File: config.mk
export PLATFORM = sky130hd
export DESIGN_NAME = ser_to_par
export DESIGN_NICKNAME = d
export VERILOG_FILES = /design/src/rtl/tmds_pkg.sv /design/src/rtl/tmds_word_align.sv /design/src/rtl/ser_to_par.sv
export SDC_FILE = /design/constraint.sdc
export NUM_CORES = 1
export LEC_CHECK = 0
export BUFFER_PORTS_ARGS = -buffer_cell sky130_fd_sc_hd__buf_2
export CORE_UTILIZATION = 65
export CTS_BUF_LIST = sky130_fd_sc_hd__clkbuf_16
export CTS_CLUSTER_DIAMETER = 40
export DETAILED_ROUTE_END_ITERATION = 6
export PLACE_DENSITY = 0.84
export SLEW_MARGIN = 40
export SYNTH_ARGS = -nofsm -noshare
export SYNTH_HDL_FRONTEND = slang
export SYNTH_HIERARCHICAL = 1
export SYNTH_SLANG_ARGS = --single-unit
File: constraint.sdc
create_clock -name clk_5x -period 3.8 [get_ports clk_5x]
set_clock_uncertainty 0.15 [all_clocks]
set_input_delay 0.19 -clock clk_5x [delete_from_list [all_inputs] [get_ports clk_5x]]
set_output_delay 0.19 -clock clk_5x [all_outputs]
set_load 0.02 [all_outputs]
File: src/rtl/tmds_pkg.sv
// TMDS constants shared by the encoder, decoder and receive-side deserializer.
package tmds_pkg;

    localparam int unsigned TMDS_W   = 10;
    localparam int unsigned OFFSET_W = 4;

    localparam logic [TMDS_W-1:0] TOKEN_0 = 10'h354;
    localparam logic [TMDS_W-1:0] TOKEN_1 = 10'h0AB;
    localparam logic [TMDS_W-1:0] TOKEN_2 = 10'h154;
    localparam logic [TMDS_W-1:0] TOKEN_3 = 10'h2AB;

    typedef enum logic {StSearch, StLocked} align_state_e;

    function automatic logic is_ctrl_token(input logic [TMDS_W-1:0] w);
        return (w == TOKEN_0) || (w == TOKEN_1) || (w == TOKEN_2) || (w == TOKEN_3);
    endfunction

endpackage

File: src/rtl/tmds_word_align.sv
// Word-alignment FSM: hunts all ten bit offsets for runs of control tokens and
// holds lock until the token stream disappears for too long.
module tmds_word_align
    import tmds_pkg::*;
#(
    parameter int unsigned LOCK_RUN     = 8,
    parameter int unsigned SEARCH_WORDS = 64,
    parameter int unsigned LOSS_WORDS   = 4096
) (
    input  logic                clk,
    input  logic                rst,
    input  logic [TMDS_W-1:0]   word,
    input  logic                data_vld,
    output logic [OFFSET_W-1:0] bit_offset,
    output logic                locked
);

    localparam int unsigned WORD_MAX = (SEARCH_WORDS > LOSS_WORDS) ? SEARCH_WORDS : LOSS_WORDS;
    localparam int unsigned RUN_W    = $clog2(LOCK_RUN + 1);
    localparam int unsigned WCNT_W   = $clog2(WORD_MAX + 1);

    localparam logic [RUN_W-1:0]    RUN_LIMIT    = RUN_W'(LOCK_RUN);
    localparam logic [WCNT_W-1:0]   SEARCH_LIMIT = WCNT_W'(SEARCH_WORDS);
    localparam logic [WCNT_W-1:0]   LOSS_LIMIT   = WCNT_W'(LOSS_WORDS);
    localparam logic [WCNT_W-1:0]   WCNT_SAT     = WCNT_W'(WORD_MAX);
    localparam logic [OFFSET_W-1:0] OFFSET_LAST  = OFFSET_W'(TMDS_W - 1);

    align_state_e      state;
    logic [RUN_W-1:0]  run_cnt;
    logic [WCNT_W-1:0] word_cnt;
    logic [RUN_W-1:0]  run_inc;
    logic [WCNT_W-1:0] word_inc;
    logic              tok;

    // Saturating increments so neither counter can ever wrap back to zero.
    always_comb begin
        tok      = is_ctrl_token(word);
        run_inc  = (run_cnt >= RUN_LIMIT) ? run_cnt : run_cnt + RUN_W'(1);
        word_inc = (word_cnt >= WCNT_SAT) ? word_cnt : word_cnt + WCNT_W'(1);
    end

    always_ff @(posedge clk or posedge rst) begin
        if (rst) begin
            state      <= StSearch;
            run_cnt    <= '0;
            word_cnt   <= '0;
            bit_offset <= '0;
            locked     <= 1'b0;
        end else if (data_vld) begin
            case (state)
                StSearch: begin
                    if (tok && (run_inc >= RUN_LIMIT)) begin
                        state    <= StLocked;
                        locked   <= 1'b1;
                        run_cnt  <= '0;
                        word_cnt <= '0;
                    end else if (word_inc >= SEARCH_LIMIT) begin
                        bit_offset <= (bit_offset == OFFSET_LAST) ? '0 :
                                      bit_offset + OFFSET_W'(1);
                        run_cnt    <= '0;
                        word_cnt   <= '0;
                    end else begin
                        run_cnt  <= tok ? run_inc : '0;
                        word_cnt <= word_inc;
                    end
                end
                StLocked: begin
                    if (tok) begin
                        word_cnt <= '0;
                    end else if (word_inc >= LOSS_LIMIT) begin
                        state    <= StSearch;
                        locked   <= 1'b0;
                        run_cnt  <= '0;
                        word_cnt <= '0;
                    end else begin
                        word_cnt <= word_inc;
                    end
                end
                default: state <= StSearch;
            endcase
        end
    end

endmodule

File: src/rtl/ser_to_par.sv
// TMDS 10:1 deserializer: gathers DDR bit pairs into a 20-bit history and cuts
// an aligned 10-bit word out of it every fifth clk_5x cycle.
module ser_to_par
    import tmds_pkg::*;
#(
    parameter int unsigned LOCK_RUN     = 8,
    parameter int unsigned SEARCH_WORDS = 64,
    parameter int unsigned LOSS_WORDS   = 4096
) (
    input  logic                clk_5x,
    input  logic                rst,
    input  logic                bit_rise,
    input  logic                bit_fall,
    output logic [TMDS_W-1:0]   data_out,
    output logic                data_vld,
    output logic                is_token,
    output logic                locked,
    output logic [OFFSET_W-1:0] bit_offset
);

    localparam int unsigned SR_W       = 2 * TMDS_W;
    localparam logic [2:0]  PHASE_LAST = 3'd4;

    logic [SR_W-1:0]   sr;
    logic [SR_W-1:0]   sr_next;
    logic [TMDS_W-1:0] window;
    logic [2:0]        phase;

    // Newest bits enter at the top, so the oldest bit of the window lands in bit 0.
    always_comb begin
        sr_next = {bit_fall, bit_rise, sr[SR_W-1:2]};
        window  = sr_next[bit_offset +: TMDS_W];
    end

    always_ff @(posedge clk_5x or posedge rst) begin
        if (rst) begin
            sr       <= '0;
            phase    <= '0;
            data_out <= '0;
            data_vld <= 1'b0;
            is_token <= 1'b0;
        end else begin
            sr       <= sr_next;
            data_vld <= (phase == PHASE_LAST);
            if (phase == PHASE_LAST) begin
                phase    <= '0;
                data_out <= window;
                is_token <= is_ctrl_token(window);
            end else begin
                phase <= phase + 3'd1;
            end
        end
    end

    tmds_word_align #(
        .LOCK_RUN     (LOCK_RUN),
        .SEARCH_WORDS (SEARCH_WORDS),
        .LOSS_WORDS   (LOSS_WORDS)
    ) u_align (
        .clk        (clk_5x),
        .rst        (rst),
        .word       (data_out),
        .data_vld   (data_vld),
        .bit_offset (bit_offset),
        .locked     (locked)
    );

endmodule
==> results.txt <==
- Net count after synthesis: 323
* Slew of the pin with the lowest slew margin: 793 ps
- Max H-tree Level: 2
- Number of nets at the end of the flow: 340
* First drt pass iteration count: 5
* Final min period: 2910 ps
* Clock Root Buffer: clkbuf_16
- Slew margin rel.: 47.1%
* Number of setup buffers added after CTS: 0
- The number of global-route vias before repair was 2481.
- Maximum capacitance violations: 0
* Share of synthesized registers carrying an async set or reset: 100%
- Input/output buffers: 20
* Static Leak: 1.59 nW
- Synthesized flop and latch total: 56
- The clock passes through at most 2 buffers.
- Leaving out fill and tap cells, the most frequent cells in the layout are dfrtp_1 (54), nand2_1 (41), mux2i_1 (20), buf_2 (20), nor2_1 (17).
- Gate count of the mapped netlist: 313
* Detailed Route WL: 7380 um
- The initial antenna violation count was 0.
- In this run the standard cell core region covers 4880 um2.
- Maximum clock rate: 343 MHz
- The synthesized design contains 0 enable-type register cells.
- The count of nets left with antenna violations once routing finished came out at 0.
- Peak VDD IR: 0.252 mV
* Count of final max-slew check failures: 0
- The largest total area in the synthesized netlist belongs to dfrtp_1.
- Residual DRC: 0
* Clock latency of the later-clocked register in the worst-skew pair: 290 ps
- After detailed routing, the number of vias per cell comes to 6.52.
- Once detailed placement completed, the half-perimeter wirelength came to 4800 um.
* I/O Pins: 21
- In this run the worst path has a maximum fanout of 21.
* Leading post-synthesis cells by cell area: dfrtp_1 (41%), mux4_1 (6.2%), mux2i_1 (5.9%)
- Cells with a size suffix above 1 make up 16.6% of the layout.
* Setup repair after global routing missed its margin: no
- Measured along the x axis, the die boundary spans 74.2 um.
* Die area: 5510 um2
- The critical path in this run is classified as reg2reg.
* Number of diodes added for antenna fixing: 0
- Most used flip-flop cell after synthesis: dfrtp_1
* Synth Area per Inst: 10.8 um2
* Seq/Total Area, Yosys: 41.4%
* Number of clock buffers inserted by TritonCTS: 5
- R2R Setup Slk: 890 ps
- Largest net degree at the start of global routing: 35
* Mapped cell area: 3390 um2
- Warning count from the yosys run: 6
* Site Rows: 25
* Routability cong.: 0.916
- Status: finished clean
- For this design the ratio of total power to cell area is 336 nW/um2.
- Once layout is complete, the utilization of the core stands at 75.0%.
* Number of setup violations in the final report: 0
* Final Hold Viols: 0
- On the final layout, the worst hold slack is 271 ps.
- Period utilization: 76.7%
- Critical path arrival: 3000 ps
- Post-CTS repair changed the size of 0 cells.
- STA classifies the critical path startpoint as a flip-flop.
- Overall global routing resource usage: 30.0%
- STA classifies the critical path endpoint as a flip-flop.
- Most frequent standard cell in the layout excluding fill and tap cells: dfrtp_1
- GRT Residual Overflow: 0
- Total via count in the routed design: 2594
- The first global-routing pass estimated 12300 um of wire.
- Counting distinct cell types in the post-synthesis netlist gives 59.
- For this configuration, the core starts out at a cell density of 69.4%.
- Height of the die: 74.2 um
- Number of DRC violations after detailed-routing iteration 0: 196
- Final sum of negative setup slack: 0 ps
* Number of buffers added to fix hold violations after cts: 3
- Clock-pin slew was measured on the worst setup and hold paths at 70 ps.
* Required time of the critical path: 3890 ps
- The area growth from synthesis to layout is 7.98%.
- TritonCTS sink count: 56
* Final routed wire length divided by cell count: 18.5 um
- TritonCTS built the clock tree.
- Proportion of netlist area held by the largest area contributor: 41.4%
- Worst min-delay path category: reg2reg
power by group:
part,total (W),switching [W],internal (W)
logic,0.0000700,0.0000399,0.0000301
clock network,0.000532,0.000218,0.000313
registers,0.000629,0.0000181,0.000611
sequential cells by signal, indices dropped and copies added (netlist names):
| signal | flops |
|---|---|
| sr | 18 |
| u_align/word_cnt | 13 |
| data_out | 10 |
| u_align/bit_offset | 4 |
| u_align/run_cnt | 4 |
| phase | 3 |
| data_vld | 1 |
| is_token | 1 |
| u_align/locked | 1 |
| u_align/state | 1 |
critical path: stages (launching register included):
cell	delay, ps
dfrtp_1	860
mux4_1	650
mux2i_1	200
mux2i_1	150
or4_1	490
nor3_1	230
a211o_1	120
layout make-up:
class                   instances  area, um2
multi-input cells             226       1790
well taps                      67       83.8
flip-flops and latches         56       1400
repair buffers                 25        145
inverters                      16       60.1
clock buffers                   5        125
clock inverters                 3       47.5
fillers                       345       1220
path summary, 6_finish.rpt:
kind / from / cells past startpoint / end
hold / removal: sr[5]$_DFF_PP0_ / 0 / sr[3]$_DFF_PP0_
min in group asynchronous: rst / 3 / u_align/locked$_DFFE_PP0P_
max in group asynchronous: rst / 4 / data_vld$_DFF_PP0_
hold reg to reg: sr[5]$_DFF_PP0_ / 0 / sr[3]$_DFF_PP0_
setup / recovery: u_align/bit_offset[3]$_DFFE_PP0P_ / 6 / is_token$_DFFE_PP0P_
setup reg to reg: u_align/bit_offset[3]$_DFFE_PP0P_ / 6 / is_token$_DFFE_PP0P_
kinds of logic after synthesis:
group | synth area share [%]
and+or+nand+nor | 20.1
DFF | 41.4
adders and majority gates | 2.22
xor gates and xnor gates | 1.03
buffers and inverters | 5.72
AOI/OAI and AO/OA | 9.53
muxes | 20.1
synth_stat cells, types with 4 or more instances:
library cell  count
mux2_2            7
mux4_2            8
dfrtp_1          56
o21ai_0          15
a21oi_1           9
nand3_1          12
a31oi_1           4
nand4_1           5
mux4_1            8
nor2_1           17
nand2_1          41
nor3_1           10
ha_1              6
nor2b_1           4
and2_1            6
mux2i_1          20
nand3b_1          4
inv_1            12
clkbuf_1          6
and4_1            4
nand4b_1          5
stage by stage:
stage,total power [W],instance area [um2],instances,worst slack (ps)
5_1_grt,0.00127,3660,398,686
6_report,0.00123,3660,398,886
4_1_cts,0.00124,3660,398,911
3_5_place_dp,0.000707,3460,387,942
2_1_floorplan,0.000681,3390,313,1190
3_3_place_gp,0.000703,3450,387,841
routing by layer:
layer	part of all wire [%]	vias to the layer above	routed length, um	GRT usage, %
met3	5.9	13	434	4.61
li1	-	1184	-	-
met1	43	1283	3180	43.6
met4	1.1	0	81	6.20
met5	0	-	0	0
met2	50	114	3690	48.2
No activity file was read; power rests on OpenSTA's default activity.
